<file path="src/rtl/dff7474_pkg.sv">
// dff7474_pkg: op codes, FSM state encodings and SN7474 pin idle levels
// shared by the dff7474_ctrl sequencer, its bus interface and bench.
package dff7474_pkg;

  typedef enum logic [1:0] {
    OP_LOAD   = 2'b00,
    OP_PRESET = 2'b01,
    OP_CLEAR  = 2'b10,
    OP_READ   = 2'b11
  } op_e;

  typedef enum logic [2:0] {
    S_IDLE,
    S_SETUP,
    S_PULSE,
    S_HOLD,
    S_SAMPLE,
    S_RESP
  } state_e;

  localparam logic CLK_IDLE   = 1'b0;
  localparam logic D_IDLE     = 1'b0;
  localparam logic PRE_N_IDLE = 1'b1;
  localparam logic CLR_N_IDLE = 1'b1;

  // Q the chip should show after a completed op (READ has none).
  function automatic logic exp_q(op_e op, logic d);
    logic q;
    q = 1'b0;
    unique case (1'b1)
      op == OP_LOAD:   q = d;
      op == OP_PRESET: q = 1'b1;
      default:         q = 1'b0;
    endcase
    return q;
  endfunction

endpackage

</file>
<file path="src/rtl/dff7474_ctrl_if.sv">
// dff7474_ctrl_if: two requester valid/ready channels plus the shared
// one-cycle response. master = bus side, slave = dff7474_ctrl.
interface dff7474_ctrl_if;
  import dff7474_pkg::*;

  logic req0_valid;
  op_e  req0_op;
  logic req0_sel;
  logic req0_d;
  logic req0_ready;

  logic req1_valid;
  op_e  req1_op;
  logic req1_sel;
  logic req1_d;
  logic req1_ready;

  logic rsp_valid;
  logic rsp_id;
  logic rsp_q;
  logic rsp_err;

  modport master (
    output req0_valid, req0_op, req0_sel, req0_d,
    output req1_valid, req1_op, req1_sel, req1_d,
    input  req0_ready, req1_ready,
    input  rsp_valid, rsp_id, rsp_q, rsp_err
  );

  modport slave (
    input  req0_valid, req0_op, req0_sel, req0_d,
    input  req1_valid, req1_op, req1_sel, req1_d,
    output req0_ready, req1_ready,
    output rsp_valid, rsp_id, rsp_q, rsp_err
  );

endinterface

</file>
<file path="src/rtl/rr_arb2.sv">
// rr_arb2: two-input round-robin arbiter. Ports: clk, reset, en (offer
// grants), req[1:0], gnt[1:0] one-hot, id = index of the winner.
module rr_arb2 (
  input  logic       clk,
  input  logic       reset,
  input  logic       en,
  input  logic [1:0] req,
  output logic [1:0] gnt,
  output logic       id
);

  logic last;

  // On a tie the requester not served last wins.
  assign id  = (req[0] && req[1]) ? ~last : req[1];
  assign gnt = {en & req[1] & id, en & req[0] & ~id};

  always_ff @(posedge clk or posedge reset) begin
    if (reset) begin
      last <= 1'b1;
    end else if (|gnt) begin
      last <= id;
    end
  end

endmodule

</file>
<file path="src/rtl/dff7474_ctrl.sv">
// dff7474_ctrl: shares one SN7474 between two requesters; ports clk, reset,
// bus (dff7474_ctrl_if.slave), ff1/ff2 pin outputs and q1/q1_n/q2/q2_n.
// Optional DFF7474_ERR_CHECK_EN adds the Q/Qn consistency check on rsp_err.
module dff7474_ctrl
  import dff7474_pkg::*;
#(
  parameter int unsigned SETUP_CYC = 2,
  parameter int unsigned PULSE_CYC = 2,
  parameter int unsigned HOLD_CYC  = 1,
  parameter int unsigned CNT_W     = 8
) (
  input  logic               clk,
  input  logic               reset,
  dff7474_ctrl_if.slave      bus,
  output logic               ff1_clr_n,
  output logic               ff1_d,
  output logic               ff1_clk,
  output logic               ff1_pre_n,
  output logic               ff2_pre_n,
  output logic               ff2_clk,
  output logic               ff2_d,
  output logic               ff2_clr_n,
  input  logic               q1,
  input  logic               q1_n,
  input  logic               q2_n,
  input  logic               q2
);

  localparam logic [CNT_W-1:0] SETUP_LD = CNT_W'(SETUP_CYC - 1);
  localparam logic [CNT_W-1:0] PULSE_LD = CNT_W'(PULSE_CYC - 1);
  localparam logic [CNT_W-1:0] HOLD_LD  = CNT_W'(HOLD_CYC - 1);

  state_e           st, st_nxt;
  logic [CNT_W-1:0] cnt, cnt_nxt;

  logic [1:0] gnt;
  logic       gid;
  logic       acc;
  op_e        acc_op;

  op_e  op_q;
  logic sel_q, d_q, id_q;
  logic q_s, err;
  logic rsp_v, rsp_id_q, rsp_q_q, rsp_err_q;

  // Grants are withheld while reset is held so ready reads 0.
  rr_arb2 u_arb (
    .clk   (clk),
    .reset (reset),
    .en    (st == S_IDLE && !reset),
    .req   ({bus.req1_valid, bus.req0_valid}),
    .gnt   (gnt),
    .id    (gid)
  );

  assign acc            = |gnt;
  assign acc_op         = gid ? bus.req1_op : bus.req0_op;
  assign bus.req0_ready = gnt[0];
  assign bus.req1_ready = gnt[1];

  always_comb begin
    st_nxt  = st;
    cnt_nxt = cnt;
    unique case (st)
      S_IDLE: begin
        if (acc) begin
          if (acc_op == OP_READ) begin
            st_nxt = S_SAMPLE;
          end else begin
            st_nxt  = S_SETUP;
            cnt_nxt = SETUP_LD;
          end
        end
      end
      S_SETUP: begin
        if (cnt == '0) begin
          st_nxt  = S_PULSE;
          cnt_nxt = PULSE_LD;
        end else begin
          cnt_nxt = cnt - 1'b1;
        end
      end
      S_PULSE: begin
        if (cnt == '0) begin
          st_nxt  = S_HOLD;
          cnt_nxt = HOLD_LD;
        end else begin
          cnt_nxt = cnt - 1'b1;
        end
      end
      S_HOLD: begin
        if (cnt == '0) begin
          st_nxt = S_SAMPLE;
        end else begin
          cnt_nxt = cnt - 1'b1;
        end
      end
      S_SAMPLE: st_nxt = S_RESP;
      S_RESP:   st_nxt = S_IDLE;
      default:  st_nxt = S_IDLE;
    endcase
  end

  always_ff @(posedge clk or posedge reset) begin
    if (reset) begin
      st  <= S_IDLE;
      cnt <= '0;
    end else begin
      st  <= st_nxt;
      cnt <= cnt_nxt;
    end
  end

  // The response register loads as the FSM leaves RESP, so rsp_valid
  // shows in the following cycle, alongside the next possible grant.
  always_ff @(posedge clk or posedge reset) begin
    if (reset) begin
      op_q      <= OP_LOAD;
      sel_q     <= 1'b0;
      d_q       <= 1'b0;
      id_q      <= 1'b0;
      q_s       <= 1'b0;
      rsp_v     <= 1'b0;
      rsp_id_q  <= 1'b0;
      rsp_q_q   <= 1'b0;
      rsp_err_q <= 1'b0;
    end else begin
      if (acc) begin
        op_q  <= acc_op;
        sel_q <= gid ? bus.req1_sel : bus.req0_sel;
        d_q   <= gid ? bus.req1_d : bus.req0_d;
        id_q  <= gid;
      end
      if (st == S_SAMPLE) begin
        q_s <= sel_q ? q2 : q1;
      end
      rsp_v <= (st == S_RESP);
      if (st == S_RESP) begin
        rsp_id_q  <= id_q;
        rsp_q_q   <= q_s;
        rsp_err_q <= err;
      end
    end
  end

`ifdef DFF7474_ERR_CHECK_EN
  logic qn_s;

  always_ff @(posedge clk or posedge reset) begin
    if (reset) begin
      qn_s <= 1'b0;
    end else if (st == S_SAMPLE) begin
      qn_s <= sel_q ? q2_n : q1_n;
    end
  end

  assign err = (q_s == qn_s) ||
               (op_q != OP_READ && q_s != exp_q(op_q, d_q));
`else
  logic unused_qn;
  assign unused_qn = q1_n ^ q2_n;
  assign err       = 1'b0;
`endif

  assign bus.rsp_valid = rsp_v;
  assign bus.rsp_id    = rsp_id_q;
  assign bus.rsp_q     = rsp_q_q;
  assign bus.rsp_err   = rsp_err_q;

  // Pins decode straight from state, so an async reset idles them at once.
  logic p_d, p_clk, p_pre_n, p_clr_n;

  always_comb begin
    p_d     = D_IDLE;
    p_clk   = CLK_IDLE;
    p_pre_n = PRE_N_IDLE;
    p_clr_n = CLR_N_IDLE;
    if (op_q == OP_LOAD &&
        (st == S_SETUP || st == S_PULSE || st == S_HOLD)) begin
      p_d = d_q;
    end
    if (st == S_PULSE) begin
      unique case (1'b1)
        op_q == OP_LOAD:   p_clk   = 1'b1;
        op_q == OP_PRESET: p_pre_n = 1'b0;
        op_q == OP_CLEAR:  p_clr_n = 1'b0;
        default: ;
      endcase
    end
    ff1_d     = D_IDLE;
    ff1_clk   = CLK_IDLE;
    ff1_pre_n = PRE_N_IDLE;
    ff1_clr_n = CLR_N_IDLE;
    ff2_d     = D_IDLE;
    ff2_clk   = CLK_IDLE;
    ff2_pre_n = PRE_N_IDLE;
    ff2_clr_n = CLR_N_IDLE;
    if (sel_q) begin
      ff2_d     = p_d;
      ff2_clk   = p_clk;
      ff2_pre_n = p_pre_n;
      ff2_clr_n = p_clr_n;
    end else begin
      ff1_d     = p_d;
      ff1_clk   = p_clk;
      ff1_pre_n = p_pre_n;
      ff1_clr_n = p_clr_n;
    end
  end

endmodule

</file>
<file path="src/flat_wrapper.sv">
// flat-port wrapper written by rule: the top's interface ports become plain ports
module dff7474_ctrl_flat import dff7474_pkg::*;
#(
  parameter int unsigned SETUP_CYC = 2,
  parameter int unsigned PULSE_CYC = 2,
  parameter int unsigned HOLD_CYC  = 1,
  parameter int unsigned CNT_W     = 8
)
  (clk, reset, ff1_clr_n, ff1_d, ff1_clk, ff1_pre_n, ff2_pre_n, ff2_clk, ff2_d, ff2_clr_n, q1, q1_n, q2_n, q2, bus_req0_valid, bus_req0_op, bus_req0_sel, bus_req0_d, bus_req1_valid, bus_req1_op, bus_req1_sel, bus_req1_d, bus_req0_ready, bus_req1_ready, bus_rsp_valid, bus_rsp_id, bus_rsp_q, bus_rsp_err);
  dff7474_ctrl_if bus_i ();
  input  logic clk;
  input  logic reset;
  output logic ff1_clr_n;
  output logic ff1_d;
  output logic ff1_clk;
  output logic ff1_pre_n;
  output logic ff2_pre_n;
  output logic ff2_clk;
  output logic ff2_d;
  output logic ff2_clr_n;
  input  logic q1;
  input  logic q1_n;
  input  logic q2_n;
  input  logic q2;
  input wire logic [$bits(bus_i.req0_valid)-1:0] bus_req0_valid;
  input wire logic [$bits(bus_i.req0_op)-1:0] bus_req0_op;
  input wire logic [$bits(bus_i.req0_sel)-1:0] bus_req0_sel;
  input wire logic [$bits(bus_i.req0_d)-1:0] bus_req0_d;
  input wire logic [$bits(bus_i.req1_valid)-1:0] bus_req1_valid;
  input wire logic [$bits(bus_i.req1_op)-1:0] bus_req1_op;
  input wire logic [$bits(bus_i.req1_sel)-1:0] bus_req1_sel;
  input wire logic [$bits(bus_i.req1_d)-1:0] bus_req1_d;
  output wire logic [$bits(bus_i.req0_ready)-1:0] bus_req0_ready;
  output wire logic [$bits(bus_i.req1_ready)-1:0] bus_req1_ready;
  output wire logic [$bits(bus_i.rsp_valid)-1:0] bus_rsp_valid;
  output wire logic [$bits(bus_i.rsp_id)-1:0] bus_rsp_id;
  output wire logic [$bits(bus_i.rsp_q)-1:0] bus_rsp_q;
  output wire logic [$bits(bus_i.rsp_err)-1:0] bus_rsp_err;
  assign bus_i.req0_valid = bus_req0_valid;
  assign bus_i.req0_op = bus_req0_op;
  assign bus_i.req0_sel = bus_req0_sel;
  assign bus_i.req0_d = bus_req0_d;
  assign bus_i.req1_valid = bus_req1_valid;
  assign bus_i.req1_op = bus_req1_op;
  assign bus_i.req1_sel = bus_req1_sel;
  assign bus_i.req1_d = bus_req1_d;
  assign bus_req0_ready = bus_i.req0_ready;
  assign bus_req1_ready = bus_i.req1_ready;
  assign bus_rsp_valid = bus_i.rsp_valid;
  assign bus_rsp_id = bus_i.rsp_id;
  assign bus_rsp_q = bus_i.rsp_q;
  assign bus_rsp_err = bus_i.rsp_err;
  dff7474_ctrl #(.SETUP_CYC(SETUP_CYC), .PULSE_CYC(PULSE_CYC), .HOLD_CYC(HOLD_CYC), .CNT_W(CNT_W)) u_core (.clk(clk), .reset(reset), .bus(bus_i), .ff1_clr_n(ff1_clr_n), .ff1_d(ff1_d), .ff1_clk(ff1_clk), .ff1_pre_n(ff1_pre_n), .ff2_pre_n(ff2_pre_n), .ff2_clk(ff2_clk), .ff2_d(ff2_d), .ff2_clr_n(ff2_clr_n), .q1(q1), .q1_n(q1_n), .q2_n(q2_n), .q2(q2));
endmodule
</file>
<file path="config.mk">
export PLATFORM = sky130hd
export DESIGN_NAME = dff7474_ctrl_flat
export DESIGN_NICKNAME = d
export VERILOG_FILES = /design/src/rtl/dff7474_pkg.sv /design/src/rtl/dff7474_ctrl_if.sv /design/src/rtl/rr_arb2.sv /design/src/rtl/dff7474_ctrl.sv /design/src/flat_wrapper.sv
export SDC_FILE = /design/constraint.sdc
export NUM_CORES = 1
export LEC_CHECK = 0
export ABC_AREA = 1
export BUFFER_PORTS_ARGS = -buffer_cell sky130_fd_sc_hd__buf_2
export CORE_ASPECT_RATIO = 0.5
export CORE_UTILIZATION = 50
export DETAILED_ROUTE_END_ITERATION = 8
export PLACE_DENSITY = 0.74
export SKIP_CTS_REPAIR_TIMING = 1
export SYNTH_ARGS = -nofsm -noshare
export SYNTH_HDL_FRONTEND = slang
export SYNTH_HIERARCHICAL = 1
export SYNTH_SLANG_ARGS = --single-unit
</file>
<file path="constraint.sdc">
create_clock -name clk -period 2.4 [get_ports clk]
set_input_delay 0.24 -clock clk [delete_from_list [all_inputs] [get_ports clk]]
set_output_delay 0.24 -clock clk [all_outputs]
set_load 0.05 [all_outputs]
</file>
Word-level counts from Yosys, hierarchy flattened. Cells that the tools add are included.

Logic and storage cells: 77. Bits in latches: 0. Register bits: 21. Bits in read-only memories: 0. Output and inout port bits: 14. Bits of input ports: 16. Bits in writable memories: 0. Memories kept: 0.

Add/subtract/negate cells: 1. Eq/ne operators: 14. Div/mod/pow operators: 0. Magnitude comparators: 0. Reduce and logical (&&, ||, !) cells: 13. Shift-type cells: 0. Mux-type cells: 32. Bitwise gates (word level): 6. Multiply operators: 0.

Operators with widths (number): 2-to-1 mux 8 bit (5); case mux 8 bit (4 select lines) (1); 2-to-1 mux 1 bit (19); 2-to-1 mux 3 bit (5); case mux 3 bit (5 select lines) (1); zero test 8 bit (1); inequality test 2 x 1 -> 1 bit (second input constant) (4); AND reduction 4 bit (2); subtractor 8 x 1 -> 8 bit (second input constant) (1); == test 3 x 2 -> 1 bit (second input constant) (2); == test 3 bit (second input constant) (2); AND 1 bit (4); == test 2 bit (second input constant) (2); inequality test 2 bit (second input constant) (2); nonzero test 4 bit (1); == test 3 x 1 -> 1 bit (second input constant) (1); logical AND 1 bit (3); zero test 3 bit (1); == test 2 x 1 -> 1 bit (second input constant) (1); zero test 2 bit (1); logical OR 1 bit (2); 2-to-1 mux 2 bit (1); inverter 1 bit (2); OR reduction 2 bit (1); zero test 1 bit (1).

Depth between registers and ports, before layout. Gate-level depths: netlist of run 1.

Depth after elaboration: 7. Depth in mapped cells: 13. Gate-level depth less buffers: 13.

Cells and area by module. Netlist of run 1, hierarchy kept.

Modules (own cells, without submodules): dff7474_ctrl (cells an instance 181, times used 1, seq. area each 500.5 um2, area each 1227.4 um2); rr_arb2 (cells an instance 11, times used 1, seq. area each 26.3 um2, area each 77.6 um2).

Least setup slack after synthesis of run 1. No wires, ideal clock.

Path kind: register to register. Start: register u_core.st[2]. End: register u_core.cnt[3]. Data required time: 2284 ps. Buffers on the path: 2. Period minus slack after synthesis: 2430 ps. Library setup time: 116 ps. Slack: -30 ps. Arrival: 2314 ps. Cell stages (with the launch flop): 13. Cell sequence: dfrtp_1 clkbuf_1 nor3_1 nand2_1 a21oi_2 nor2_1 a21oi_1 nand2_1 nor2_4 buf_4 inv_1 nand2_1 nand2_1.

Longest elaborated chain between the ends: 7. Elaborated cells between the ends (all ways): 16. Classes of those cells: eq/ne: 6; mux: 1; bitwise: 4; reduce/logical: 5.

RTL lines: start, declared (RTL line dff7474_ctrl.sv:33) `state_e st, st_nxt;`; start signal, assigned (RTL line dff7474_ctrl.sv:109) `st <= st_nxt;`; zero test 3 bit (RTL line dff7474_ctrl.sv:50) `.en (st == S_IDLE && !reset),`; logical AND 1 bit (RTL line dff7474_ctrl.sv:50); AND 1 bit (2 in a row) (RTL line rr_arb2.sv:16) `assign gnt = {en & req[1] & id, en & req[0] & ~id};`; via bus_req0_ready (RTL line flat_wrapper.sv:33) `output wire logic [$bits(bus_i.req0_ready)-1:0] bus_req0_ready;`; OR reduction 2 bit (RTL line dff7474_ctrl.sv:56) `assign acc = |gnt;`; inequality test 2 x 1 -> 1 bit (no line); AND reduction 4 bit (no line); end signal, assigned (RTL line dff7474_ctrl.sv:110) `cnt <= cnt_nxt;`; end, declared (RTL line dff7474_ctrl.sv:34) `logic [CNT_W-1:0] cnt, cnt_nxt;`.

The timed path passes the listed nets, and every way through them passes these cells. A chain may end at the register's enable or synchronous reset.

Worst setup path in the final report of run 1.
Start: input port reset. End: register u_core.cnt[5].

Longest elaborated chain between the ends: 7. Elaborated cells between the ends (all ways): 9. Classes of those cells: eq/ne: 1; bitwise: 4; reduce/logical: 4.

RTL lines: start, declared (RTL line flat_wrapper.sv:12) `input logic reset;`; zero test 1 bit (*) (RTL line dff7474_ctrl.sv:50); logical AND 1 bit (*) (RTL line dff7474_ctrl.sv:50); AND 1 bit (2 in a row) (RTL line rr_arb2.sv:16); OR reduction 2 bit (*) (RTL line dff7474_ctrl.sv:56); inequality test 2 x 1 -> 1 bit (no line) (*); AND reduction 4 bit (no line) (*).

Mark *: on every way between the ends. The rest lies on a longest branch, timed or not.

==> results_dict.tcl, run 1 <==
set metrics [dict create \
    outcome "finished, final reports clean" \
    diodes 0 \
    cts_tree "built" \
    wl_um 2740 \
    multiInputGateArea_um2 666 \
    core_region_area_um2 2340 \
    cts_buffer_depth 2 \
    dp_hpwl_um 2130 \
    clk_pin_slew_worst_paths_ns 0.08 \
    antenna_left 0 \
    timing_hold_violations_final 0 \
    synthCells 192 \
    die_area_um2 2830 \
    finalNonFillerCells 259 \
    grt_antenna_before_repair 0 \
    drive_gt1_share_pct 20.1 \
    avgRoutedWirePerCell_um 10.6 \
    relSlewSlack_pct 48.3 \
    worstHoldEndpoint "u_core/sel_q$_DFFE_PP0P_" \
    final_cell_mix "nand2_1 (57), nor2_1 (27), buf_2 (26), inv_1 (25), dfrtp_1 (20)" \
    port-buffer-count 26 \
    viasPerCell 4.90 \
    ios 30 \
    powerDensity_nw_per_um2 418 \
    grt_pass1_vias 1041 \
    start_kind "primary input" \
    grt_use_total_pct 23.1 \
    rr_endpoint "u_core/cnt[5]$_DFFE_PP0P_" \
    rrSetupSlack_ns 0.30 \
    p_total_uw 650 \
    drt-pass1-iter-count 4 \
    arrival_ns 2.31 \
    syn_nets 210 \
    drv_slew 0 \
    worst_pin_slew_ns 0.775 \
    criticalPathCategory "in2reg" \
    htree_levels 1 \
    ys_types 27 \
    cp_max_fo 8 \
    syn_avg_cell_area_um2 6.80 \
    hp-start "bus_req0_sel" \
    area_growth_pct 19.1 \
    worstSetupEndpointType "flip-flop" \
    synth_seq_area_share_pct 40.4 \
    ys_seq_elements 21 \
    final_common_cell "nand2_1" \
    hold_path_depth 3 \
    nets 243 \
    cap_violations 0 \
    drc 0 \
    yosysWarnings 6 \
    ir_drop_mv 0.261 \
    routabilityCongestion 0.857 \
    min_path_type "in2reg" \
    rsz0062_at_grt "false" \
    fillers 225 \
    start_util_pct 55.7 \
    clock_skew_ns 0.00478 \
    fin_tns_setup_ns 0 \
    grt_pass1_wl_um 4720 \
    regToRegStartpoint "u_core/st[0]$_DFFE_PP0P_" \
    rr_worst_depth 13 \
    cts_root_buf "clkbuf_8" \
    finalCritPeriodShare_pct 90.0 \
    setup_violations 0 \
    vias 1269 \
    clkLatencyLatePin_ns 0.26 \
    min_period_ns 2.16 \
    cts-buffers-inserted 3 \
    place_inst 254 \
    grt-ovfl-total 0 \
    p_leak_nw 0.896 \
    regArea_um2 527 \
    syn_area_um2 1310 \
    drt_iter0_markers 68 \
    rows 12 \
    cts.sinks 21 \
    clock.fmax_mhz 463 \
    critPathRequiredTime_ns 2.55 \
    die_w_um 74.3 \
    die_h_um 38.1 \
    grt_max_degree 21 \
]
-- worst max path at each step --
stage                     cells past startpoint                     start                        end  slack, ns
after global placement                       13  u_core/st[0]$_DFFE_PP0P_  u_core/cnt[6]$_DFFE_PP0P_       0.35
final                                        13                     reset  u_core/cnt[5]$_DFFE_PP0P_       0.24
after CTS                                    13  u_core/st[0]$_DFFE_PP0P_  u_core/cnt[6]$_DFFE_PP0P_       0.31
after detailed placement                     13  u_core/st[0]$_DFFE_PP0P_  u_core/cnt[6]$_DFFE_PP0P_       0.33
after global routing                         13                     reset  u_core/cnt[5]$_DFFE_PP0P_       0.13
after floorplan                              12  u_core/st[2]$_DFFE_PP0P_  u_core/cnt[3]$_DFFE_PP0P_       0.14
-- worst max-delay path, stage by stage --
cell and delay, ns:
dlygate4sd3_1 0.54, buf_2 0.13, nor3_1 0.30, nand2_1 0.16, a21oi_4 0.15, nor2_1 0.07
a21oi_1 0.14, nand2_1 0.13, nor2_4 0.11, buf_4 0.15, nand2_1 0.09, nand2_1 0.07
nor2_1 0.04
-- registers in the layout, summed over array words and instances (netlist names) --
register and flops:
u_core/id_q 1, u_core/op_q 2, u_core/cnt 8, u_core/d_q 1, u_core/bus.rsp_id 1, u_core/q_s 1
u_core/sel_q 1, u_core/bus.rsp_valid 1, u_core/u_arb/last 1, u_core/bus.rsp_q 1, u_core/st 3
-- logic make-up (layout without fill, tap and decap cells) --
group                    after synthesis  in the layout  share of synthesized area (%)
adder cells (fa/ha/maj)                2              2                           1.92
buffers and inverters                 30             62                           9.20
AND/OR/NAND/NOR                      115            115                           38.7
other                                  1              1                          0.287
flip-flops                            21             21                           40.4
AO/OA/AOI/OAI                         23             23                           9.49
-- layout make-up --
| type | count | area share [%] |
|---|---|---|
| timing repair buffer | 31 | 11.0 |
| tap | 35 | 2.82 |
| sequential | 21 | 33.9 |
| clock buffer | 3 | 2.66 |
| clock inverter | 1 | 0.322 |
| inverter | 27 | 6.52 |
| multi-input combinational | 141 | 42.8 |
-- power by group --
part	internal (mW)	switching (mW)	leakage, nW
Clock	0.116	0.118	0.0255
Combinational	0.0163	0.0325	0.635
Sequential	0.361	0.00682	0.236
-- per-stage QoR --
step	worst slack, ns	area [µm²]	util [%]	hold slack (ns)
floorplan	0.138	1310	-	0.130
global placement	0.347	1500	63.9	0.253
detailed placement	0.328	1500	63.9	0.256
CTS	0.308	1540	65.9	-0.0352
global route	0.131	1550	66.3	0.222
finish	0.240	1550	66.3	0.220
-- routing by layer --
metal / global-route usage, % / vias up / wire length (µm)
li1: - / 673 / -
met1: 33.2 / 548 / 1450
met2: 33.9 / 46 / 1110
met3: 7.89 / 2 / 180
met4: 4.25 / 0 / 7
met5: 0 / - / 0
-- cell usage after synthesis --
library cell	number	area [µm²]
nor3_1	1	5.00
dfstp_2	1	26.3
a21oi_2	1	8.76
nand3_1	13	65.1
nor2_1	27	101
buf_4	2	15.0
and2_1	1	6.26
nand3b_1	1	7.51
a22oi_1	1	7.51
inv_2	2	7.51
nor2_4	1	11.3
nand4_1	8	50.1
conb_1	1	3.75
a21oi_1	11	55.1
clkbuf_1	1	3.75
nand2_2	2	12.5
dfrtp_1	20	500
nand3_2	1	10.0
inv_1	25	93.8
ha_1	2	25.0
nor2_2	1	6.26
a31oi_1	1	6.26
o21ai_0	8	40.0
or2_2	1	6.26
nand2_1	57	214
nor3_2	1	10.0
o22ai_1	1	6.26
No activity file was read; power rests on OpenSTA's default activity.
==> inputs of run 2 (changes only) <==
Settings changed: REMOVE_ABC_BUFFERS from default to 1.
==> results_dict.tcl, run 2 (synthesis results as in run 1) <==
set metrics [dict create \
    start_util_pct 55.7 \
    outcome "finished, final reports clean" \
    hold_path_depth 3 \
    rrSetupSlack_ns 0.22 \
    relSlewSlack_pct 49.1 \
    viasPerCell 4.93 \
    drt_iter0_markers 47 \
    vias 1267 \
    grt_pass1_vias 969 \
    grt_use_total_pct 21.3 \
    place_area_um2 1480 \
    area_growth_pct 17.3 \
    cts_buffer_depth 2 \
    final_cell_mix "nand2_1 (57), nor2_1 (27), buf_2 (26), inv_1 (25), dfrtp_1 (20)" \
    grt_max_degree 21 \
    avgRoutedWirePerCell_um 10.9 \
    rr_worst_depth 12 \
    wl_um 2800 \
    clock_skew_ns 0.00629 \
    min_path_type "in2reg" \
    start_kind "primary input" \
    routabilityCongestion 0.870 \
    die_area_um2 2830 \
    hp-start "bus_req0_sel" \
    port-buffer-count 26 \
    arrival_ns 2.39 \
    worstHoldEndpoint "u_core/sel_q$_DFFE_PP0P_" \
    drive_gt1_share_pct 18.9 \
    cts_root_buf "clkbuf_8" \
    rr_endpoint "u_core/cnt[5]$_DFFE_PP0P_" \
    clk_pin_slew_worst_paths_ns 0.08 \
    power_frac_comb_pct 7.3 \
    cp_num_cells 12 \
    setup_violations 0 \
    final_common_cell "nand2_1" \
    antenna_left 0 \
    switchingPower_uw 155 \
    cap_violations 0 \
    crit_buf_inv 2 \
    grt_pass1_wl_um 4380 \
    max_stage_delay_ns 0.54 \
    ios 30 \
    fin_tns_setup_ns 0 \
    ir_drop_mv 0.238 \
    cts_tree "built" \
    htree_levels 1 \
    grt_antenna_before_repair 0 \
    criticalPathCategory "in2reg" \
    core_region_area_um2 2340 \
    critPathRequiredTime_ns 2.56 \
    cts-buffers-inserted 3 \
    worst_path_dominant_cell_family "simple AND/OR/NAND/NOR gates" \
    cp_max_fo 15 \
    die_h_um 38.1 \
    finalCritPeriodShare_pct 92.8 \
    clkLatencyLatePin_ns 0.26 \
    dp_hpwl_um 2120 \
    powerDensity_nw_per_um2 425 \
    p_sw_share_pct 23.8 \
    holdWs_ns 0.224 \
    worstSetupEndpointType "flip-flop" \
    regToRegStartpoint "u_core/st[0]$_DFFE_PP0P_" \
    grt-ovfl-total 0 \
    diodes 0 \
    rows 12 \
    p_int_uw 496 \
    drc 0 \
    p_total_uw 651 \
    cpMostUsedCell "nand2_1" \
    min_period_ns 2.23 \
    die_w_um 74.3 \
    cts.sinks 21 \
    worst_pin_slew_ns 0.763 \
    largestRegisters "u_core/cnt x8, u_core/st x3, u_core/op_q x2" \
    top_register "u_core/cnt" \
    crit_slowest_cell "dlygate4sd3_1" \
    worstPathCellList "dlygate4sd3_1 > buf_2 > nor3_1 > nand2_1 > a21oi_2 > nor2_1 > a21oi_1 > nand2_1 > nor2_4 > nand2_1 > nand2_1 > nor2_1" \
    largest_reg_flops 8 \
    drv_slew 0 \
    seq_power_share_pct 56.6 \
    p_clk_share_pct 36.1 \
    drt-pass1-iter-count 4 \
    finalInstanceArea_um2 1530 \
    p_leak_nw 0.884 \
    clock.fmax_mhz 449 \
    nets 241 \
    timing_hold_violations_final 0 \
]
run 2: tightest hold or removal path: cells and delay by family:
kind	cells	cell delay, ns
simple gates	1	0.05
buf+inv	1	0.09
compound gates	1	0.06
run 2: how the worst max path moves through the flow:
stage                                   from                         to  slack (ns)
finish                                 reset  u_core/cnt[5]$_DFFE_PP0P_        0.17
global route                           reset  u_core/cnt[5]$_DFFE_PP0P_      -0.002
CTS                 u_core/st[0]$_DFFE_PP0P_  u_core/cnt[5]$_DFFE_PP0P_        0.21
detailed placement  u_core/st[0]$_DFFE_PP0P_  u_core/cnt[5]$_DFFE_PP0P_        0.21
global placement    u_core/st[0]$_DFFE_PP0P_  u_core/cnt[6]$_DFFE_PP0P_        0.29
floorplan           u_core/st[0]$_DFFE_PP0P_  u_core/cnt[2]$_DFFE_PP0P_       -0.04
run 2: stage by stage:
step / std cells / setup slack [ns] / util [%]
finish: 257 / 0.173 / 65.3
global placement: 252 / 0.291 / 63.0
CTS: 256 / 0.210 / 64.9
floorplan: 189 / -0.0443 / -
detailed placement: 252 / 0.211 / 63.0
global route: 257 / -0.00219 / 65.3
run 2: layout make-up:
type	instances	area [µm²]
clock buffer	4	45.0
fill	217	812
inverter	27	101
multi-input combinational	141	658
sequential	21	527
tap	35	43.8
timing repair buffer	29	155
run 2: routing by layer:
metal | vias to the layer above | global-route usage, % | share of wire (%)
met3 | 0 | 6.32 | 7.3
li1 | 670 | - | -
met1 | 553 | 30.0 | 51
met4 | 0 | 4.25 | 0
met2 | 44 | 32.7 | 41
met5 | - | 0 | 0
run 2: power by group through the flow:
| stage | sequential [mW] | combinational, mW | clock [mW] |
|---|---|---|---|
| finish | 0.368 | 0.0476 | 0.235 |
| global route | 0.370 | 0.0550 | 0.252 |
| CTS | 0.368 | 0.0470 | 0.242 |
| detailed placement | 0.375 | 0.0466 | 0 |
| global placement | 0.375 | 0.0456 | 0 |
| floorplan | 0.373 | 0.0288 | 0 |
